File: src/rtl/ps2_pkg.sv
`default_nettype none
// ============================================================================
// Module   : ps2_pkg
// Purpose  : Shared definitions for the PS/2 device transmitter: the FSM
//            state encoding, the frame length, and the frame bit helpers.
// Contents : state_t, FRAME_BITS, c_parity_idx, odd_parity(), frame_bit()
// Revision : 1.0 - initial release
// ============================================================================
package ps2_pkg;

  typedef enum logic [1:0] {
    ST_IDLE = 2'd0,
    ST_SEND = 2'd1,
    ST_GAP  = 2'd2
  } state_t;

  // Start + 8 data + parity + stop
  localparam int FRAME_BITS = 11;

  // Position of the parity bit inside the frame (0 = start bit)
  localparam logic [3:0] c_parity_idx = 4'd9;

  function automatic logic odd_parity(input logic [7:0] data);
    return ~^data;
  endfunction

  // Value of frame bit idx for a given byte: start 0, d0..d7, parity, stop 1
  function automatic logic frame_bit(input logic [7:0] data, input logic [3:0] idx);
    logic b;
    b = 1'b1;
    if (idx == 4'd0) begin
      b = 1'b0;
    end else if (idx <= 4'd8) begin
      b = data[3'(idx - 4'd1)];
    end else if (idx == c_parity_idx) begin
      b = odd_parity(data);
    end
    return b;
  endfunction

endpackage
`default_nettype wire

File: src/rtl/ps2_fifo.sv
`default_nettype none
// ============================================================================
// Module   : ps2_fifo
// Purpose  : Byte FIFO for queued scancodes. The head stays visible on
//            'head' until popped, so a frame can be replayed after an abort.
// Ports    : clock, resetn      - clock, async active-low reset
//            push, push_data    - write request (ignored when full)
//            pop                - remove head (ignored when empty)
//            head               - oldest byte
//            full, empty, level - occupancy status
// Revision : 1.0 - initial release
// ============================================================================
module ps2_fifo #(
  parameter int DEPTH = 8
) (
  input  logic                     clock,
  input  logic                     resetn,
  input  logic                     push,
  input  logic [7:0]               push_data,
  input  logic                     pop,
  output logic [7:0]               head,
  output logic                     full,
  output logic                     empty,
  output logic [$clog2(DEPTH):0]   level
);

  localparam int c_aw = $clog2(DEPTH);
  localparam logic [c_aw:0] c_full_level = (c_aw + 1)'(DEPTH);

  logic [7:0]      r_mem [DEPTH];
  logic [c_aw-1:0] r_wr_ptr;
  logic [c_aw-1:0] r_rd_ptr;
  logic [c_aw:0]   r_level;
  logic            w_push;
  logic            w_pop;

  assign full   = (r_level == c_full_level);
  assign empty  = (r_level == '0);
  assign level  = r_level;
  assign head   = r_mem[r_rd_ptr];
  assign w_push = push && !full;
  assign w_pop  = pop && !empty;

  // Storage carries no reset; occupancy is tracked by the pointers alone.
  always_ff @(posedge clock) begin
    if (w_push) begin
      r_mem[r_wr_ptr] <= push_data;
    end
  end

  // Pointers wrap naturally because DEPTH is a power of two.
  always_ff @(posedge clock or negedge resetn) begin
    if (!resetn) begin
      r_wr_ptr <= '0;
      r_rd_ptr <= '0;
      r_level  <= '0;
    end else begin
      if (w_push) r_wr_ptr <= r_wr_ptr + c_aw'(1);
      if (w_pop)  r_rd_ptr <= r_rd_ptr + c_aw'(1);
      case ({w_push, w_pop})
        2'b10:   r_level <= r_level + (c_aw + 1)'(1);
        2'b01:   r_level <= r_level - (c_aw + 1)'(1);
        default: r_level <= r_level;
      endcase
    end
  end

endmodule
`default_nettype wire

File: src/rtl/ps2_dev_tx.sv
`default_nettype none
// ============================================================================
// Module   : ps2_dev_tx
// Purpose  : PS/2 device-to-host transmitter. Queues scancode bytes and
//            serialises each as an 11-bit frame (start, d0..d7, odd parity,
//            stop), honouring host inhibit with abort-and-retry.
// Ports    : clock, resetn          - clock, async-assert active-low reset
//            in_valid/in_data/in_ready - byte input handshake
//            inhibit                - host holding PS/2 clock low (async)
//            ps2_clk, ps2_dat       - device-driven PS/2 lines
//            fifo_level             - bytes queued incl. the one in flight
//            frame_done             - one-cycle pulse at end of stop bit
//            busy                   - FSM not idle
// Revision : 1.0 - initial release
// ============================================================================
module ps2_dev_tx
  import ps2_pkg::*;
#(
  parameter int HALF_DIV    = 4,
  parameter int FIFO_DEPTH  = 8,
  parameter int GAP_PERIODS = 2
) (
  input  logic                          clock,
  input  logic                          resetn,
  input  logic                          in_valid,
  input  logic [7:0]                    in_data,
  output logic                          in_ready,
  input  logic                          inhibit,
  output logic                          ps2_clk,
  output logic                          ps2_dat,
  output logic [$clog2(FIFO_DEPTH):0]   fifo_level,
  output logic                          frame_done,
  output logic                          busy
);

  localparam int c_bit_cycles = 2 * HALF_DIV;
  localparam int c_gap_cycles = GAP_PERIODS * 2 * HALF_DIV;
  localparam int c_cnt_max    = (c_gap_cycles > c_bit_cycles) ? c_gap_cycles : c_bit_cycles;
  localparam int c_cnt_w      = $clog2(c_cnt_max + 1);

  localparam logic [c_cnt_w-1:0] c_half     = c_cnt_w'(HALF_DIV);
  localparam logic [c_cnt_w-1:0] c_bit_last = c_cnt_w'(c_bit_cycles - 1);
  localparam logic [c_cnt_w-1:0] c_gap_last = c_cnt_w'(c_gap_cycles - 1);
  localparam logic [3:0]         c_bit_end  = 4'(FRAME_BITS - 1);

  // Reset: asserts immediately, releases on a clock edge.
  logic [1:0] r_rst_sync;
  logic       w_rst_n;

  always_ff @(posedge clock or negedge resetn) begin
    if (!resetn) begin
      r_rst_sync <= 2'b00;
    end else begin
      r_rst_sync <= {r_rst_sync[0], 1'b1};
    end
  end

  assign w_rst_n = r_rst_sync[1];

  // Inhibit synchroniser
  logic r_inh_meta;
  logic r_inh_sync;

  always_ff @(posedge clock or negedge w_rst_n) begin
    if (!w_rst_n) begin
      r_inh_meta <= 1'b0;
      r_inh_sync <= 1'b0;
    end else begin
      r_inh_meta <= inhibit;
      r_inh_sync <= r_inh_meta;
    end
  end

  // FIFO
  logic       w_push;
  logic       w_pop;
  logic [7:0] w_head;
  logic       w_full;
  logic       w_empty;

  assign in_ready = !w_full;
  assign w_push   = in_valid && !w_full;

  ps2_fifo #(
    .DEPTH (FIFO_DEPTH)
  ) u_fifo (
    .clock     (clock),
    .resetn    (w_rst_n),
    .push      (w_push),
    .push_data (in_data),
    .pop       (w_pop),
    .head      (w_head),
    .full      (w_full),
    .empty     (w_empty),
    .level     (fifo_level)
  );

  // FSM
  state_t               r_state;
  state_t               w_state_nxt;
  logic [c_cnt_w-1:0]   r_cnt;
  logic [c_cnt_w-1:0]   w_cnt_nxt;
  logic [c_cnt_w-1:0]   w_cnt_inc;
  logic [3:0]           r_bit;
  logic [3:0]           w_bit_nxt;
  logic                 r_ps2_clk;
  logic                 w_clk_nxt;
  logic                 r_ps2_dat;
  logic                 w_dat_nxt;
  logic                 r_frame_done;
  logic                 w_done_nxt;
  logic                 w_can_start;
  logic                 w_abort;

  assign w_can_start = !w_empty && !r_inh_sync;
  assign w_cnt_inc   = r_cnt + c_cnt_w'(1);

  // Abort is only allowed up to the last high cycle of the parity bit; once
  // the parity low phase has begun the host has latched enough to expect
  // the frame to finish.
  assign w_abort = r_inh_sync &&
                   ((r_bit < c_parity_idx) ||
                    ((r_bit == c_parity_idx) && (r_cnt < c_half)));

  always_comb begin
    w_state_nxt = r_state;
    w_cnt_nxt   = r_cnt;
    w_bit_nxt   = r_bit;
    w_clk_nxt   = 1'b1;
    w_dat_nxt   = 1'b1;
    w_done_nxt  = 1'b0;
    w_pop       = 1'b0;

    case (r_state)
      ST_IDLE: begin
        if (w_can_start) begin
          w_state_nxt = ST_SEND;
          w_cnt_nxt   = '0;
          w_bit_nxt   = 4'd0;
          w_dat_nxt   = 1'b0;
        end
      end

      ST_SEND: begin
        if (w_abort) begin
          // Byte remains at the FIFO head and is resent from the start bit.
          w_state_nxt = ST_IDLE;
          w_cnt_nxt   = '0;
          w_bit_nxt   = 4'd0;
        end else if (r_cnt == c_bit_last) begin
          if (r_bit == c_bit_end) begin
            w_done_nxt  = 1'b1;
            w_pop       = 1'b1;
            w_cnt_nxt   = '0;
            w_bit_nxt   = 4'd0;
            w_state_nxt = (c_gap_cycles == 0) ? ST_IDLE : ST_GAP;
          end else begin
            w_bit_nxt = r_bit + 4'd1;
            w_cnt_nxt = '0;
            w_dat_nxt = frame_bit(w_head, r_bit + 4'd1);
          end
        end else begin
          // Data is held for the whole bit; only the clock toggles.
          w_cnt_nxt = w_cnt_inc;
          w_clk_nxt = (w_cnt_inc < c_half);
          w_dat_nxt = r_ps2_dat;
        end
      end

      ST_GAP: begin
        if (r_cnt == c_gap_last) begin
          w_cnt_nxt = '0;
          if (w_can_start) begin
            w_state_nxt = ST_SEND;
            w_bit_nxt   = 4'd0;
            w_dat_nxt   = 1'b0;
          end else begin
            w_state_nxt = ST_IDLE;
          end
        end else begin
          w_cnt_nxt = w_cnt_inc;
        end
      end

      default: begin
        w_state_nxt = ST_IDLE;
        w_cnt_nxt   = '0;
        w_bit_nxt   = 4'd0;
      end
    endcase
  end

  always_ff @(posedge clock or negedge w_rst_n) begin
    if (!w_rst_n) begin
      r_state      <= ST_IDLE;
      r_cnt        <= '0;
      r_bit        <= 4'd0;
      r_ps2_clk    <= 1'b1;
      r_ps2_dat    <= 1'b1;
      r_frame_done <= 1'b0;
    end else begin
      r_state      <= w_state_nxt;
      r_cnt        <= w_cnt_nxt;
      r_bit        <= w_bit_nxt;
      r_ps2_clk    <= w_clk_nxt;
      r_ps2_dat    <= w_dat_nxt;
      r_frame_done <= w_done_nxt;
    end
  end

  assign ps2_clk    = r_ps2_clk;
  assign ps2_dat    = r_ps2_dat;
  assign frame_done = r_frame_done;
  assign busy       = (r_state != ST_IDLE);

endmodule
`default_nettype wire
File: config.mk
export PLATFORM = sky130hd
export DESIGN_NAME = ps2_dev_tx
export DESIGN_NICKNAME = d
export VERILOG_FILES = /design/src/rtl/ps2_pkg.sv /design/src/rtl/ps2_fifo.sv /design/src/rtl/ps2_dev_tx.sv
export SDC_FILE = /design/constraint.sdc
export NUM_CORES = 1
export LEC_CHECK = 0
export ABC_AREA = 1
export CAP_MARGIN = 20
export CELL_PAD_IN_SITES_DETAIL_PLACEMENT = 0
export CELL_PAD_IN_SITES_GLOBAL_PLACEMENT = 2
export CORE_MARGIN = 10
export CORE_UTILIZATION = 41
export CTS_BUF_LIST = sky130_fd_sc_hd__clkbuf_4 sky130_fd_sc_hd__clkbuf_8 sky130_fd_sc_hd__clkbuf_16
export DETAILED_ROUTE_END_ITERATION = 10
export PLACE_DENSITY_LB_ADDON = 0.1
export SLEW_MARGIN = 0
export SYNTH_ARGS = -nofsm -noshare
export SYNTH_HDL_FRONTEND = slang
export SYNTH_SLANG_ARGS = --single-unit
File: constraint.sdc
create_clock -name clock -period 2.6 [get_ports clock]
set_input_delay 0.26 -clock clock [delete_from_list [all_inputs] [get_ports clock]]
set_output_delay 0.26 -clock clock [all_outputs]
set_load 0.1 [all_outputs]
==> reports/qor.csv <==
metric;value;unit
cp-start-kind;flop;
netlist.area_leader.share;40.78;%
drc;0;
synth_flop_cell;edfxtp_1;
synth.largest_area_cell;edfxtp_1;
antenna_found_initial;0;
layout-drive-gt1-share;14.97;%
synthArstFlopShare;30.43;%
vdd_drop_max;0.5060;mV
rows;39;
yosysWarnings;0;
switching_share;28.13;%
critPathBufInv;2;
ys_types;35;
finalCritPeriodShare;88.96;%
drtIter0Drc;142;
ys_seq_elements;92;
synthesis.area;4713;sq um
num_vias;3375;
synthesis.nets;559;
dieWidth;127.2;um
grt_start_max_net_pins;32;
worst_clock_skew;0.005747;ns
dp_hpwl;7399;um
areaGrowthSynthToFinish;16.91;%
cp.required;2.83;ns
synth-edff-count;64;
synth_most_common_cell;nand2_1;
critPathMaxFanout;3;
wl_per_cell;14.28;um
pwr-share-comb;17.7;%
syn_area_per_cell;8.826;sq um
status;finished clean;
rsz0062_at_grt;false;
yosys-top-cells-area;edfxtp_1 (41%), nand2_1 (15%), dfrtp_1 (14%), inv_1 (7.4%), nand3_1 (5.1%);
syn_inst;534;
arrival;2.54;ns
power.leakage;2.605;nW
numCtsBuffers;9;
powerDensity;643.6;nW/um^2
firstDrtPassIters;4;
io_buffers;20;
dpl_cell_area;5174;sq um
switchingPower;0.9976;mW
grt_usage;13.28;%
clock-sinks;92;
path_clk_slew;0.06;ns
clk_latency;0.34;ns
pre_cts_slack;-0.04965;ns
cts_tree;done;
worstPathCellList;ha_2 -> nand2_1 -> nor2_2 -> inv_2 -> nor3_4 -> nand2_2 -> inv_2 -> ha_4 -> ha_1 -> nand2_1 -> nor2_1 -> a211oi_2 -> nor2_1 -> nor2_1 -> nand2_1 -> xor2_1;
h-tree-depth;3;
fin_tns_setup;0;ns
root_buffer;clkbuf_16;
die-area;16180;sq um
setup_slack;0.2871;ns
core_area;11320;sq um
nFillCells;1113;
drtAntennaViolNets;0;
grt_pass1_vias;3294;
power.internal;2.549;mW
hold_viol_final;0;
crit_family;simple AND/OR/NAND/NOR gates;
post-route-min-period;2.313;ns
finalNetCount;601;
hold_class;primary input to async pin;
vias_per_cell;4.662;
cp-end-kind;flop;
gp_congestion;0.7897;
boundaryPins;21;
final_max_slew_viol_count;0;
seq_power_share;46.8;%
synthTopCellsByCount;nand2_1 (185), inv_1 (93), edfxtp_1 (64), nand3_1 (48), nor2_1 (29);
cpPeakStageDelay;0.37;ns
setup.worst_path.class;flop to flop;
power.share.clock;35.6;%
ys_seq_area_share;55.69;%
antennaDiodeCount;0;
die_height;127.2;um
grt_first_pass_wirelength;16910;um
slowest_stage;dfrtp_1;
reg2reg_slack;0.29;ns
start_util;41.63;%
drt_wl_total;10340;um
final_cell_area;5510;sq um
max-cap-violations;0;
cts_buffer_depth;2;
max_freq;432.4;MHz
finalSetupViolations;0;
grt-ovfl-total;0;
holdWs;0.07526;ns
-- final cells by class --
| cell class | count | area [sq um] | area share (%) |
|---|---|---|---|
| multi-input cells | 332 | 1667 | 30.25 |
| well taps | 143 | 178.9 | 3.247 |
| clock inverters | 7 | 57.56 | 1.045 |
| inverters | 97 | 369.1 | 6.698 |
| repair buffers | 44 | 377.9 | 6.857 |
| flip-flops and latches | 92 | 2635 | 47.82 |
| clock buffers | 9 | 225.2 | 4.087 |
-- per-layer routing --
| metal | part of all wire (%) | vias up | wire (um) | GRT usage, % |
|---|---|---|---|---|
| li1 | - | 1761 | - | - |
| met1 | 49 | 1566 | 5031 | 17.10 |
| met2 | 47 | 36 | 4893 | 21.57 |
| met3 | 2.6 | 12 | 271 | 2.895 |
| met4 | 1.4 | 0 | 144 | 4.622 |
| met5 | 0 | - | 0 | 0 |
-- what timing repair did --
item	in CTS	in global routing
hold buffers	0	0
resized for setup	1	11
endpoints found under the setup margin	1	1
setup buffers	0	0
pin swaps	0	1
cloned	0	0
-- power by group through the flow --
stage	registers, mW	clock network [mW]	logic [mW]
global placement	1.69	0	0.613
global route	1.66	1.36	0.708
finish	1.66	1.26	0.627
floorplan	1.76	0	0.347
CTS	1.66	1.29	0.630
detailed placement	1.69	0	0.627
-- placed cells by master (no fill, tap or decap), types with 3 or more instances in the layout --
cell type | Yosys | layout
dfrtp_1 | 26 | 22
xor2_1 | 7 | 7
clkinv_2 | 0 | 4
nand2_1 | 185 | 183
nor2_2 | 1 | 3
buf_4 | 1 | 32
nor2_1 | 29 | 27
inv_2 | 3 | 5
nand3_2 | 2 | 3
nand2_2 | 9 | 11
ha_1 | 12 | 9
a21oi_1 | 7 | 7
nand3_1 | 48 | 46
edfxtp_1 | 64 | 64
inv_1 | 93 | 91
o21ai_0 | 13 | 13
clkbuf_16 | 0 | 9
clkdlybuf4s50_1 | 0 | 11
-- kinds of logic (layout without fill, tap and decap cells) --
logic type | Yosys count | count (layout) | share of synthesized area, %
simple gates | 279 | 279 | 24.58
buf+inv | 110 | 157 | 10.46
flops | 92 | 92 | 55.69
compound gates | 31 | 31 | 4.088
fa+ha+maj | 13 | 13 | 3.610
xor+xnor | 8 | 8 | 1.487
other cells | 1 | 1 | 0.07956
-- state kept, by name, summed over array words and instances (netlist names) --
| register | count |
|---|---|
| frame_done | 1 |
| r_bit | 4 |
| r_state | 2 |
| r_rst_sync | 2 |
| ps2_dat | 1 |
| u_fifo.r_wr_ptr | 3 |
| u_fifo.r_mem | 64 |
| u_fifo.r_rd_ptr | 3 |
| u_fifo.level | 4 |
| r_inh_meta | 1 |
| ps2_clk | 1 |
| r_cnt | 5 |
| r_inh_sync | 1 |
-- worst paths after layout --
path | from | endpoint | cells past startpoint
setup / recovery | r_cnt[1] | u_fifo.level[3] | 16
max in group asynchronous | r_rst_sync[1] | ps2_clk | 1
hold / removal | resetn | r_rst_sync[1] | 1
setup reg to reg | r_cnt[1] | u_fifo.level[3] | 16
hold reg to reg | r_rst_sync[1] | u_fifo.level[0] | 0
min in group clock | r_rst_sync[0] | r_rst_sync[1] | 0
-- stage by stage --
step | power, mW | instances | util [%]
3_3_place_gp | 2.302 | 707 | 45.46
3_5_place_dp | 2.315 | 708 | 45.70
2_1_floorplan | 2.105 | 534 | -
6_report | 3.547 | 724 | 48.67
5_1_grt | 3.729 | 724 | 48.67
4_1_cts | 3.580 | 724 | 48.24
Power figures use the tool's default switching activity.
